File: config.mk
export PLATFORM = sky130hd
export DESIGN_NAME = ssim_stats_accum_flat
export DESIGN_NICKNAME = d
export VERILOG_FILES = /design/src/rtl/ssim_stats_accum_if.sv /design/src/rtl/ssim_stats_accum.sv /design/src/flat_wrapper.sv
export SDC_FILE = /design/constraint.sdc
export NUM_CORES = 1
export LEC_CHECK = 0
export CAP_MARGIN = 10
export CORE_AREA = 5 5 114 116
export DETAILED_ROUTE_END_ITERATION = 8
export DIE_AREA = 0 0 119 121
export PLACE_DENSITY = 0.86
export SYNTH_ARGS = -nofsm -noshare
export SYNTH_HDL_FRONTEND = slang
export SYNTH_SLANG_ARGS = --single-unit
export TNS_END_PERCENT = 20
File: constraint.sdc
create_clock -name clk -period 2.35 [get_ports clk]
set_input_delay 0.47 -clock clk [delete_from_list [all_inputs] [get_ports clk]]
set_output_delay 0.47 -clock clk [all_outputs]
set_load 0.005 [all_outputs]
File: src/rtl/ssim_stats_accum_if.sv
// Sample/sum handshake bundle between the SSIM pixel feeders, the statistics
// accumulator and the mean/variance arithmetic stage.
interface ssim_stats_accum_if #(
    parameter int unsigned PIX_WIDTH = 8,
    parameter int unsigned ACC_WIDTH = 32
);
    logic [PIX_WIDTH-1:0] in_x;
    logic [PIX_WIDTH-1:0] in_y;
    logic                 in_valid;
    logic                 in_ready;
    logic [ACC_WIDTH-1:0] sum_x;
    logic [ACC_WIDTH-1:0] sum_y;
    logic [ACC_WIDTH-1:0] sum_xx;
    logic [ACC_WIDTH-1:0] sum_yy;
    logic [ACC_WIDTH-1:0] sum_xy;
    logic                 out_valid;
    logic                 out_ready;

    // Feeder / consumer side: drives samples and the consume strobe.
    modport master (
        output in_x, in_y, in_valid, out_ready,
        input  in_ready, sum_x, sum_y, sum_xx, sum_yy, sum_xy, out_valid
    );

    // Accumulator side.
    modport slave (
        input  in_x, in_y, in_valid, out_ready,
        output in_ready, sum_x, sum_y, sum_xx, sum_yy, sum_xy, out_valid
    );
endinterface

File: src/rtl/ssim_stats_accum.sv
// SSIM frame statistics accumulator: sums x, y (and x*x, y*y, x*y when the
// SSIM_SECOND_ORDER_EN macro is defined) over NUM paired samples, then holds
// the sums behind a valid/ready handshake until the downstream stage takes them.
module ssim_stats_accum #(
    parameter int unsigned PIX_WIDTH = 8,
    parameter int unsigned NUM       = 784,
    parameter int unsigned ACC_WIDTH = 32
) (
    input logic                clk,
    input logic                clr,
    ssim_stats_accum_if.slave  bus
);
    localparam int unsigned CNT_W  = $clog2(NUM + 1);
`ifdef SSIM_SECOND_ORDER_EN
    localparam int unsigned PROD_W = 2 * PIX_WIDTH;
`endif

    typedef enum logic [1:0] {
        ST_ACCUM = 2'd0,
        ST_DRAIN = 2'd1,
        ST_HOLD  = 2'd2
    } state_e;

    state_e               state_q;
    logic [CNT_W-1:0]     cnt_q;
    logic                 out_valid_q;

    logic                 s1_valid_q;
    logic [PIX_WIDTH-1:0] s1_x_q;
    logic [PIX_WIDTH-1:0] s1_y_q;
    logic [ACC_WIDTH-1:0] acc_x_q,  acc_x_d;
    logic [ACC_WIDTH-1:0] acc_y_q,  acc_y_d;

`ifdef SSIM_SECOND_ORDER_EN
    logic [PROD_W-1:0]    s1_xx_q;
    logic [PROD_W-1:0]    s1_yy_q;
    logic [PROD_W-1:0]    s1_xy_q;
    logic [ACC_WIDTH-1:0] acc_xx_q, acc_xx_d;
    logic [ACC_WIDTH-1:0] acc_yy_q, acc_yy_d;
    logic [ACC_WIDTH-1:0] acc_xy_q, acc_xy_d;
`endif

    logic in_ready_c;
    logic accept_c;
    logic last_c;

    assign in_ready_c = (state_q == ST_ACCUM);
    assign accept_c   = bus.in_valid && in_ready_c;
    assign last_c     = (cnt_q == CNT_W'(NUM - 1));

    // Stage-2 adders: fold the stage-1 entry into the running sums (wrapping).
    always_comb begin
        acc_x_d = acc_x_q;
        acc_y_d = acc_y_q;
        if (s1_valid_q) begin
            acc_x_d = acc_x_q + ACC_WIDTH'(s1_x_q);
            acc_y_d = acc_y_q + ACC_WIDTH'(s1_y_q);
        end
    end

`ifdef SSIM_SECOND_ORDER_EN
    // Second-order adders, zero-extending each 2*PIX_WIDTH product.
    always_comb begin
        acc_xx_d = acc_xx_q;
        acc_yy_d = acc_yy_q;
        acc_xy_d = acc_xy_q;
        if (s1_valid_q) begin
            acc_xx_d = acc_xx_q + ACC_WIDTH'(s1_xx_q);
            acc_yy_d = acc_yy_q + ACC_WIDTH'(s1_yy_q);
            acc_xy_d = acc_xy_q + ACC_WIDTH'(s1_xy_q);
        end
    end

    // Stage-1 multipliers and second-order accumulators.
    always_ff @(posedge clk) begin
        if (clr) begin
            acc_xx_q <= '0;
            acc_yy_q <= '0;
            acc_xy_q <= '0;
        end else begin
            if (accept_c) begin
                s1_xx_q <= PROD_W'(bus.in_x) * PROD_W'(bus.in_x);
                s1_yy_q <= PROD_W'(bus.in_y) * PROD_W'(bus.in_y);
                s1_xy_q <= PROD_W'(bus.in_x) * PROD_W'(bus.in_y);
            end
            if (state_q == ST_HOLD && out_valid_q && bus.out_ready) begin
                acc_xx_q <= '0;
                acc_yy_q <= '0;
                acc_xy_q <= '0;
            end else begin
                acc_xx_q <= acc_xx_d;
                acc_yy_q <= acc_yy_d;
                acc_xy_q <= acc_xy_d;
            end
        end
    end

    assign bus.sum_xx = acc_xx_q;
    assign bus.sum_yy = acc_yy_q;
    assign bus.sum_xy = acc_xy_q;
`else
    assign bus.sum_xx = '0;
    assign bus.sum_yy = '0;
    assign bus.sum_xy = '0;
`endif

    // Frame FSM, sample counter, stage-1 capture and first-order accumulators.
    always_ff @(posedge clk) begin
        if (clr) begin
            state_q     <= ST_ACCUM;
            cnt_q       <= '0;
            s1_valid_q  <= 1'b0;
            acc_x_q     <= '0;
            acc_y_q     <= '0;
            out_valid_q <= 1'b0;
        end else begin
            s1_valid_q <= accept_c;
            if (accept_c) begin
                s1_x_q <= bus.in_x;
                s1_y_q <= bus.in_y;
            end
            acc_x_q <= acc_x_d;
            acc_y_q <= acc_y_d;

            case (state_q)
                ST_ACCUM: begin
                    if (accept_c) begin
                        cnt_q <= cnt_q + CNT_W'(1);
                        if (last_c) begin
                            state_q <= ST_DRAIN;
                        end
                    end
                end
                ST_DRAIN: begin
                    state_q <= ST_HOLD;
                end
                ST_HOLD: begin
                    // Consume only after out_valid has been visible for a cycle.
                    if (out_valid_q && bus.out_ready) begin
                        state_q     <= ST_ACCUM;
                        cnt_q       <= '0;
                        acc_x_q     <= '0;
                        acc_y_q     <= '0;
                        out_valid_q <= 1'b0;
                    end else begin
                        out_valid_q <= 1'b1;
                    end
                end
                default: begin
                    state_q <= ST_ACCUM;
                end
            endcase
        end
    end

    assign bus.in_ready  = in_ready_c;
    assign bus.sum_x     = acc_x_q;
    assign bus.sum_y     = acc_y_q;
    assign bus.out_valid = out_valid_q;
endmodule

File: src/flat_wrapper.sv
// flat-port wrapper written by rule: the top's interface ports become plain ports
module ssim_stats_accum_flat 
#(
    parameter int unsigned PIX_WIDTH = 8,
    parameter int unsigned NUM       = 784,
    parameter int unsigned ACC_WIDTH = 32
)
  (clk, clr, bus_in_x, bus_in_y, bus_in_valid, bus_out_ready, bus_in_ready, bus_sum_x, bus_sum_y, bus_sum_xx, bus_sum_yy, bus_sum_xy, bus_out_valid);
  ssim_stats_accum_if #(.PIX_WIDTH(PIX_WIDTH), .ACC_WIDTH(ACC_WIDTH)) bus_i ();
  input logic clk;
  input logic clr;
  input wire logic [$bits(bus_i.in_x)-1:0] bus_in_x;
  input wire logic [$bits(bus_i.in_y)-1:0] bus_in_y;
  input wire logic [$bits(bus_i.in_valid)-1:0] bus_in_valid;
  input wire logic [$bits(bus_i.out_ready)-1:0] bus_out_ready;
  output wire logic [$bits(bus_i.in_ready)-1:0] bus_in_ready;
  output wire logic [$bits(bus_i.sum_x)-1:0] bus_sum_x;
  output wire logic [$bits(bus_i.sum_y)-1:0] bus_sum_y;
  output wire logic [$bits(bus_i.sum_xx)-1:0] bus_sum_xx;
  output wire logic [$bits(bus_i.sum_yy)-1:0] bus_sum_yy;
  output wire logic [$bits(bus_i.sum_xy)-1:0] bus_sum_xy;
  output wire logic [$bits(bus_i.out_valid)-1:0] bus_out_valid;
  assign bus_i.in_x = bus_in_x;
  assign bus_i.in_y = bus_in_y;
  assign bus_i.in_valid = bus_in_valid;
  assign bus_i.out_ready = bus_out_ready;
  assign bus_in_ready = bus_i.in_ready;
  assign bus_sum_x = bus_i.sum_x;
  assign bus_sum_y = bus_i.sum_y;
  assign bus_sum_xx = bus_i.sum_xx;
  assign bus_sum_yy = bus_i.sum_yy;
  assign bus_sum_xy = bus_i.sum_xy;
  assign bus_out_valid = bus_i.out_valid;
  ssim_stats_accum #(.PIX_WIDTH(PIX_WIDTH), .NUM(NUM), .ACC_WIDTH(ACC_WIDTH)) u_core (.clk(clk), .clr(clr), .bus(bus_i));
endmodule
==> results of run 1 <==
sequential cells by signal, indices dropped and copies added (netlist names):
| register | cells |
|---|---|
| u_core.cnt_q | 10 |
| u_core.bus.out_valid | 1 |
| u_core.s1_valid_q | 1 |
| u_core.bus.sum_y | 32 |
| u_core.s1_y_q | 8 |
| u_core.state_q | 2 |
| u_core.s1_x_q | 8 |
| u_core.bus.sum_x | 32 |
cells in the mapped netlist (4+ instances only):
| library cell | number | area share (%) |
|---|---|---|
| a31oi_1 | 4 | 0.47 |
| dfxtp_1 | 78 | 30 |
| ha_1 | 17 | 4.0 |
| a21o_1 | 10 | 1.4 |
| nand2b_1 | 5 | 0.59 |
| mux2i_1 | 13 | 2.5 |
| edfxtp_1 | 16 | 9.1 |
| a211oi_1 | 14 | 2.0 |
| xnor2_1 | 30 | 5.0 |
| xor2_1 | 28 | 4.6 |
| nand4_1 | 15 | 1.8 |
| nand2_1 | 31 | 2.2 |
| inv_1 | 5 | 0.36 |
| nand3_1 | 21 | 2.0 |
| clkbuf_1 | 6 | 0.43 |
| and3_1 | 13 | 1.5 |
| o21ai_0 | 6 | 0.57 |
| a21oi_1 | 26 | 2.5 |
| buf_4 | 96 | 14 |
| nor2_1 | 79 | 5.6 |
area by class of cell:
cell class,instances,area [µm²]
well taps,147,184
repair buffers,99,956
clock inverters,4,20.0
inverters,6,22.5
clock buffers,12,258
flip-flops and latches,94,2040
fillers,1093,5500
multi-input cells,459,2830
per-stage QoR:
stage	hold WS (ps)	cell area [µm²]
6_report	482	6310
4_1_cts	492	6300
3_5_place_dp	480	6010
2_1_floorplan	440	5640
5_1_grt	508	6310
3_3_place_gp	478	6010
power by group:
part,switching [mW],internal [mW],leakage (nW)
clock,0.609,0.774,0.133
combinational,0.233,0.181,1.60
sequential,0.0301,1.68,0.781
total,0.872,2.63,2.51
what timing repair did:
action,CTS,global route
resized for setup,1,4
setup endpoints to repair,5,11
gates cloned,0,0
metal layers:
layer	vias to the layer above	part of all wire, %	track usage (%)
li1	1983	-	-
met1	1888	42	18.5
met2	118	51	28.1
met3	14	5.7	4.62
met4	0	1.2	5.50
met5	-	0	0
worst reg2reg max path: stages (launching register included):
cell	delay, ps
edfxtp_1	370
ha_1	220
fa_1	430
a211o_1	320
a211oi_2	290
nor3_2	140
nand3_1	120
xor2_1	150
nor2_1	50
cells by family after synthesis:
group | count (synthesis) | share of synthesized area, %
xor gates and xnor gates | 58 | 9.61
DFF | 94 | 38.6
muxes | 13 | 2.46
other | 1 | 0.0709
and+or+nand+nor | 191 | 18.3
AOI/OAI and AO/OA | 82 | 11.2
buffers and inverters | 114 | 15.0
adders and majority gates | 19 | 4.78
final timing paths:
path | slack, ps | depth (start not counted) | startpoint | endpoint
worst max register to register | 120 | 8 | u_core.s1_x_q[0] | u_core.bus.sum_x[18]
worst max-delay path | 120 | 8 | u_core.s1_x_q[0] | u_core.bus.sum_x[18]
worst min-delay path | 480 | 2 | u_core.cnt_q[9] | u_core.state_q[0]
worst min register to register | 480 | 2 | u_core.cnt_q[9] | u_core.state_q[0]
==> flow_metrics.py, run 1 <==
metrics = {
    "placement": {
        "numPortBuffers": 85,
        "placedCellCount": 805,
        "place_congestion": 0.796,
        "place_ws_ps": -62.1,
        "place_hpwl_mm": 8.77,
    },
    "timing": {
        "rsz0062_at_grt": "no",
        "setup_viol_count_final": 0,
        "min_period_over_period_pct": 94.7,
        "setup_ws_ps": 124,
        "fin_tns_setup_ps": 0,
        "final.min_clock_period_ps": 2230,
        "worst_slew_pin_slew_ps": 601,
        "slew_headroom_pct": 60.0,
        "max_freq_mhz": 449,
        "hold_violations": 0,
        "drv_slew": 0,
        "clock_skew_ps": 6.51,
    },
    "logic_synthesis": {
        "synth_cells": 572,
        "synth.avg_cell_area_um2": 9.24,
        "seq_area_frac_synth_pct": 38.6,
        "synth_edf_count": 16,
        "async_flop_share_pct": 0,
        "netlist_area_um2": 5290,
        "ys_warn_count": 0,
        "synth-seq-cells": 94,
        "synth_cell_type_count": 54,
        "synth_flop_cell": "dfxtp_1",
    },
    "power": {
        "leakagePower_nw": 2.51,
        "cellPowerDensity_nw_per_um2": 555,
        "peakVddDrop_v": 0.000503,
        "power_mw": 3.50,
    },
    "worst_hold_path": {
        "hold_path.class": "flop to flop",
    },
    "clock_tree": {
        "post_cts_buffers": 0,
        "root_buffer": "clkbuf_16",
        "cts_made_buffers": 9,
        "clk_pin_slew_ps": 60,
        "cts.htree.levels": 3,
        "cts-hold-fix-buffers": 0,
        "insertion_delay_ps": 350,
        "cts_tree": "yes",
        "ctsLongestPathBuffers": 2,
        "clock_sinks": 94,
    },
    "grt": {
        "grt_pass1_vias": 3852,
        "grtUsageTotal_pct": 15.9,
        "gr-total-overflow": 0,
        "grt_pass1_wl_mm": 18.6,
        "grt_max_degree": 24,
        "antenna_found_initial": 0,
    },
    "critical_path": {
        "critPathArrivalTime_ps": 2440,
        "slowest_delay_ps": 430,
        "cp.required_ps": 2560,
        "worst-path-buf-inv": 0,
        "crit_path_start_kind": "flop",
        "cp_cell_sequence": "ha_1, fa_1, a211o_1, a211oi_2, nor3_2, nand3_1, xor2_1, nor2_1",
        "cp-end-kind": "flop",
        "critPathKind": "flop to flop",
        "crit_family": "adder cells",
        "cp_max_fo": 6,
        "crit_slowest_cell": "fa_1",
    },
    "drt": {
        "drt_iter0_drc": 234,
        "drc": 0,
        "finalWirelength_mm": 11.7,
        "final_antenna_net_count": 0,
        "routedWlPerCell_um": 14.2,
        "vias_per_cell": 4.88,
        "num_vias": 4003,
        "dr.pass1.iters": 4,
    },
    "floorplan": {
        "initial_core_util_pct": 44.8,
        "die_w_um": 119,
        "coreArea_um2": 11800,
        "die_height_um": 121,
        "row_count": 40,
        "die_area_um2": 14400,
        "ios": 182,
    },
    "final_layout": {
        "mostFrequentLayoutCell": "conb_1",
        "most-common-layout-cells": "conb_1, clkdlybuf4s50_1, nor2_1, dfxtp_1, nand2_1",
        "fin_cells": 821,
        "drive_gt1_share_pct": 7.57,
        "final_util_pct": 53.4,
        "n_antenna_cell": 0,
        "area_delta_synth_final_pct": 19.4,
        "nets": 708,
    },
    "outcome": {
        "status": "complete, no violations",
    },
    "flow_run": {
        "max-cap-violations": 0,
    },
}
Note: power is estimated with default switching activity, not from simulation.
==> run 2: changes to the inputs <==
--- a/config.mk
+++ b/config.mk
@@ -10,6 +10,7 @@
 export DETAILED_ROUTE_END_ITERATION = 8
 export DIE_AREA = 0 0 119 121
 export PLACE_DENSITY = 0.86
+export SLEW_MARGIN = 30
 export SYNTH_ARGS = -nofsm -noshare
 export SYNTH_HDL_FRONTEND = slang
 export SYNTH_SLANG_ARGS = --single-unit
==> results of run 2 <==
The final DEF is identical to that of run 1; final timing and power are the same.
==> run 3: changes to the inputs <==
--- a/config.mk
+++ b/config.mk
@@ -9,6 +9,7 @@
 export CORE_AREA = 5 5 114 116
 export DETAILED_ROUTE_END_ITERATION = 8
 export DIE_AREA = 0 0 119 121
+export HOLD_SLACK_MARGIN = 0.15
 export PLACE_DENSITY = 0.86
 export SLEW_MARGIN = 30
 export SYNTH_ARGS = -nofsm -noshare
==> constraint.sdc (replaced) <==
create_clock -name clk -period 2.5 [get_ports clk]
set_input_delay 0.5 -clock clk [delete_from_list [all_inputs] [get_ports clk]]
set_output_delay 0.5 -clock clk [all_outputs]
set_load 0.005 [all_outputs]
==> run 3 against run 2 <==
  * Clock power increased by 9%
  * Design area up 0.24%
  * Setup slack improved by 63 ps
  * Worst hold slack better by 12 ps
  * Clock skew grew 3.7 ps
  * Wire length is 0.63% lower
  * Sequential power is 6% lower
==> flow_metrics.py, run 3 (same netlist as run 1, synthesis figures left out) <==
metrics = {
    "critical_path": {
        "r2r-start": "u_core.s1_y_q[0]",
        "cp_max_fo": 4,
        "cp-end-kind": "flop",
        "critPathArrivalTime_ps": 2560,
        "critPathKind": "flop to flop",
        "cp.required_ps": 2740,
        "worst-path-buf-inv": 0,
        "slowest_delay_ps": 460,
        "crit_start": "u_core.s1_y_q[0]",
        "crit_path_start_kind": "flop",
        "cp_cell_sequence": "ha_1, fa_1, a21o_1, a221oi_2, a211oi_2, nand4_1, xor2_1, nor2_1",
        "crit_slowest_cell": "a221oi_2",
        "crit_family": "compound AO/OA/AOI/OAI gates",
    },
    "flow_run": {
        "max-cap-violations": 0,
    },
    "placement": {
        "place_congestion": 0.816,
        "place_ws_ps": 217,
        "place_hpwl_mm": 8.67,
        "numPortBuffers": 85,
        "placedCellCount": 804,
    },
    "power": {
        "peakVddDrop_v": 0.000449,
        "p_switching_uw": 867,
        "leakagePower_nw": 2.54,
        "sw_frac_of_total_pct": 24.8,
        "p_clk_share_pct": 43.2,
        "p_seq_share_pct": 45.9,
        "power_mw": 3.49,
        "intPower_mw": 2.62,
        "cellPowerDensity_nw_per_um2": 552,
        "combPwrFrac_pct": 10.9,
    },
    "grt": {
        "gr-total-overflow": 0,
        "grt_pass1_wl_mm": 18.3,
        "grtUsageTotal_pct": 15.7,
        "grt_max_degree": 22,
        "grt_pass1_vias": 3787,
        "antenna_found_initial": 0,
    },
    "clock_tree": {
        "cts_resized": 0,
        "insertion_delay_ps": 360,
        "ctsLongestPathBuffers": 2,
        "cts-hold-fix-buffers": 0,
        "clk_pin_slew_ps": 70,
        "cts.htree.levels": 3,
        "clock_sinks": 94,
        "cts_tree": "yes",
        "cts_made_buffers": 9,
        "post_cts_buffers": 0,
        "root_buffer": "clkbuf_16",
    },
    "final_layout": {
        "nets": 707,
        "mostFrequentLayoutCell": "conb_1",
        "drive_gt1_share_pct": 7.43,
        "area_delta_synth_final_pct": 19.7,
        "seq_area_um2": 2040,
        "multi_input_area_um2": 2810,
        "nFillCells": 1077,
        "fin_cells": 820,
        "most-common-layout-cells": "conb_1, clkdlybuf4s50_1, nor2_1, dfxtp_1, nand2_1",
        "n_antenna_cell": 0,
    },
    "drt": {
        "num_vias": 3945,
        "finalWirelength_mm": 11.6,
        "final_antenna_net_count": 0,
        "drt_iter0_drc": 280,
        "dr.pass1.iters": 4,
        "routedWlPerCell_um": 14.1,
        "vias_per_cell": 4.81,
        "drc": 0,
    },
    "timing": {
        "worst_slew_pin_slew_ps": 529,
        "min_period_over_period_pct": 92.5,
        "hold_violations": 0,
        "fin_tns_setup_ps": 0,
        "final.min_clock_period_ps": 2310,
        "drv_slew": 0,
        "clock_skew_ps": 10.2,
        "setup_ws_ps": 187,
        "max_freq_mhz": 432,
        "slew_headroom_pct": 64.7,
        "setup_viol_count_final": 0,
        "hold_ws_ps": 494,
        "rsz0062_at_grt": "no",
    },
    "floorplan": {
        "die_area_um2": 14400,
        "die_w_um": 119,
        "initial_core_util_pct": 44.8,
        "coreArea_um2": 11800,
        "row_count": 40,
        "die_height_um": 121,
        "ios": 182,
    },
    "worst_hold_path": {
        "min_from": "u_core.cnt_q[9]",
        "hold_path.class": "flop to flop",
    },
    "outcome": {
        "status": "complete, no violations",
    },
}
[run 3: worst reg2reg max path, delay by kind of cell (launching register included)]
kind            cells  cell delay [ps]
flops               1              370
compound gates      3              850
simple gates        2              200
xor+xnor            1              160
fa+ha+maj           2              620
[run 3: routing by layer]
metal  vias to the layer above  part of all wire, %  global-route usage (%)
met1                      1838                   44                    19.2
met3                        16                  5.5                    3.73
met5                         -                    0                       0
met4                         0                  2.0                    7.53
li1                       1977                    -                       -
met2                       114                   49                    25.9
[run 3: path summary, 6_finish.rpt]
check / to / depth (start not counted) / slack (ps)
min: u_core.state_q[0] / 2 / 490
max: u_core.bus.sum_y[28] / 8 / 190
max reg2reg: u_core.bus.sum_y[28] / 8 / 190
min reg2reg: u_core.state_q[0] / 2 / 490
[run 3: final cells by class]
| type | instances | area share (%) |
|---|---|---|
| Clock buffer | 9 | 3.56 |
| Tap cell | 147 | 2.91 |
| Sequential cell | 94 | 32.3 |
| Timing Repair Buffer | 98 | 15.0 |
| Multi-Input combinational cell | 459 | 44.4 |
| Inverter | 6 | 0.356 |
| Clock inverter | 7 | 1.50 |
[run 3: stage by stage]
| step | util [%] | instance area (µm²) |
|---|---|---|
| floorplan | - | 5640 |
| global placement | 50.8 | 6010 |
| detailed placement | 50.8 | 6010 |
| CTS | 53.6 | 6330 |
| global route | 53.6 | 6330 |
| finish | 53.6 | 6330 |
[run 3: power groups by stage]
stage	clock, mW	combinational (mW)	sequential (mW)
after global routing	1.58	0.424	1.61
final	1.51	0.379	1.60
after detailed placement	0	0.374	1.64
after floorplan	0	0.346	1.63
after CTS	1.53	0.376	1.60
after global placement	0	0.367	1.64
==> RTL change: new RTL, flow settings as in run 3 <==
`NUM` is set to 784 in 2 places; all go to 3136.
--- a/src/rtl/ssim_stats_accum.sv
+++ b/src/rtl/ssim_stats_accum.sv
@@ -5,3 +5,3 @@
     parameter int unsigned PIX_WIDTH = 8,
-    parameter int unsigned NUM       = 784,
+    parameter int unsigned NUM       = 3136,
     parameter int unsigned ACC_WIDTH = 32
--- a/src/flat_wrapper.sv
+++ b/src/flat_wrapper.sv
@@ -4,3 +4,3 @@
     parameter int unsigned PIX_WIDTH = 8,
-    parameter int unsigned NUM       = 784,
+    parameter int unsigned NUM       = 3136,
     parameter int unsigned ACC_WIDTH = 32
Behaviour: no difference found for any inputs over 10 cycles, from zero or initial values; that may be too few to reach the edited logic, so the function may still have changed.
==> RTL change against run 3 <==
- combinational power decreased by 5.3%
- routed wire length increased by 1.9%
- synthesized cell count grew 3.5%
- power down 7.7%
- final cell count is 2.2% higher
- via count grew 7.3%
- utilization is 0.33 points higher
- sequential cell count is 2 higher
- clock skew shrank 0.0035 ns
- critical path type unchanged
- hold slack got worse by 0.0086 ns
- setup slack got worse by 0.0084 ns
- final area increased by 0.61%
- fmax is 0.36% lower
- area after synthesis grew 2.2%
==> RTL change: results (changes against run 3) <==
stage,metric,value,unit,change
floorplanning,die_x,119,microns,unchanged
power,ir_drop,300,uV,-33%
synth,synth_common_cells,"97 x buf_4, 80 x dfxtp_1, 48 x nor2_1",,
grt,met1_usage,0.205,,+0.0128
cells_and_area,drive_gt1_frac,0.0579,,-0.0164
clock_tree,cts_max_level,3,,unchanged
setup_path,r2r_cells,7,,-1
place,io_buffer_count,85,,unchanged
grt,grt_pass1_vias,3806,,+0.50%
synth,synth_cell_type_count,57,,+5.6%
routing,drtIter0Drc,246,,-12%
setup_path,cp_data_arrival_time,2.55,ns,about the same
status,status,"complete, no violations",,
grt,grt_use_total,0.158,,+0.00169
setup_path,timing.rr.end,u_core.bus.sum_x[27],,
cells_and_area,nets,725,,+2.5%
worst_hold_path,hold_end,u_core.bus.sum_y[31],,
setup_path,critPathMaxStageDelay,0.43,ns,-0.03 ns
place,dpl.hpwl,9040,microns,+4.3%
worst_hold_path,hp-start,u_core.bus.sum_y[31],,
grt,met3_usage,0.0350,,-0.00233
setup_path,rr_startpoint,u_core.s1_x_q[2],,
grt,grt_max_degree,28,,+27%
clock_tree,clkLatencyLatePin,0.34,ns,-0.02 ns
timing,finClkSkew,0.00667,ns,-0.00350 ns
worst_hold_path,hold_class,reg -> reg,,
cells_and_area,fill_cells,1038,,-3.6%
power,p_leak,0.00233,uW,-8.0%
place,gp_congestion,0.834,,+2.3%
setup_path,crit_path_top_delay_cell,a2111oi_4,,
grt,grt_pass1_wl,18900,microns,+2.7%
routing,vias_per_cell,5.05,,+5.0%
setup_path,cp_max_fo,8,,+4
timing,maxSlewHeadroom,0.611,,-0.0360
routing,routedWlPerCell,14.1,microns,-0.32%
grt,grtUsageMet2,0.262,,+0.00389
synth,synth_area_leaders,"dfxtp_1 30%, buf_4 13%, edfxtp_1 8.9%",,
synth,ys_seq_area_frac,0.385,,-0.000909
setup_path,r2r_slack,0.18,ns,
## RTL change: cell count changes after synthesis, moves of 7 or more
cell	delta
mux2i_1	-7
o211ai_1	+11
o21ai_0	+20
o31ai_1	+9
or4_1	+8
xor2_1	-8
or3_1	+10
a21oi_1	+13
nand3_1	+9
nor2_1	-31
## RTL change: cells by family (layout without fill, tap and decap cells)
group	count (synthesis)	in the layout	synth area share
buffers and inverters	123	127	0.158
XOR/XNOR	45	45	0.0730
multiplexers	6	6	0.0111
AO/OA/AOI/OAI	122	122	0.152
adder cells (fa/ha/maj)	19	19	0.0468
AND/OR/NAND/NOR	180	180	0.173
other	1	96	0.000694
flip-flops	96	96	0.385
## RTL change: per-layer routing
layer | routed length (microns) | up-vias
met5 | 0 | -
li1 | - | 2111
met1 | 5240 | 1978
met4 | 137 | 0
met3 | 663 | 10
met2 | 5760 | 135
## RTL change: report_power, final
group / switching [uW] / internal (uW) / leakage [uW]
Combinational: 207 / 152 / 0.00141
Clock: 555 / 675 / 0.000124
Sequential: 26.1 / 1610 / 0.000797
## RTL change: final cells by class
class | instances | area (sq um) | share of cell area
Clock inverter | 3 | 18.8 | 0.00295
Sequential cell | 96 | 2080 | 0.327
Tap cell | 147 | 184 | 0.0289
Clock buffer | 13 | 240 | 0.0377
Multi-Input combinational cell | 468 | 2830 | 0.445
Inverter | 10 | 37.5 | 0.00590
Timing Repair Buffer | 101 | 971 | 0.153
## RTL change: through the flow
stage / hold WS, ns / setup slack (ns) / instance area, sq um / cells
after floorplan: 0.458 / 0.327 / 5760 / 687
after global placement: 0.473 / 0.271 / 6110 / 822
after detailed placement: 0.481 / 0.188 / 6110 / 822
after CTS: 0.490 / 0.181 / 6360 / 838
after global routing: 0.520 / 0.0391 / 6360 / 838
final: 0.486 / 0.179 / 6360 / 838
## RTL change: critical path, delay by kind of cell (launching register included)
family                     cells  cell delay, ns
AOI/OAI and AO/OA              4            0.83
and+or+nand+nor                1            0.41
adders and majority gates      1            0.40
DFF                            1            0.38
buffers and inverters          1            0.19
## RTL change: worst max path at each step
stage                                 endpoint  slack (ns)             start
final                     u_core.bus.sum_x[27]        0.18  u_core.s1_x_q[2]
after floorplan           u_core.bus.sum_x[31]        0.33  u_core.s1_x_q[2]
after CTS                 u_core.bus.sum_x[27]        0.18  u_core.s1_x_q[2]
after global placement    u_core.bus.sum_x[27]        0.27  u_core.s1_x_q[3]
after detailed placement  u_core.bus.sum_x[27]        0.19  u_core.s1_x_q[2]
after global routing      u_core.bus.sum_x[20]        0.04  u_core.s1_x_q[0]
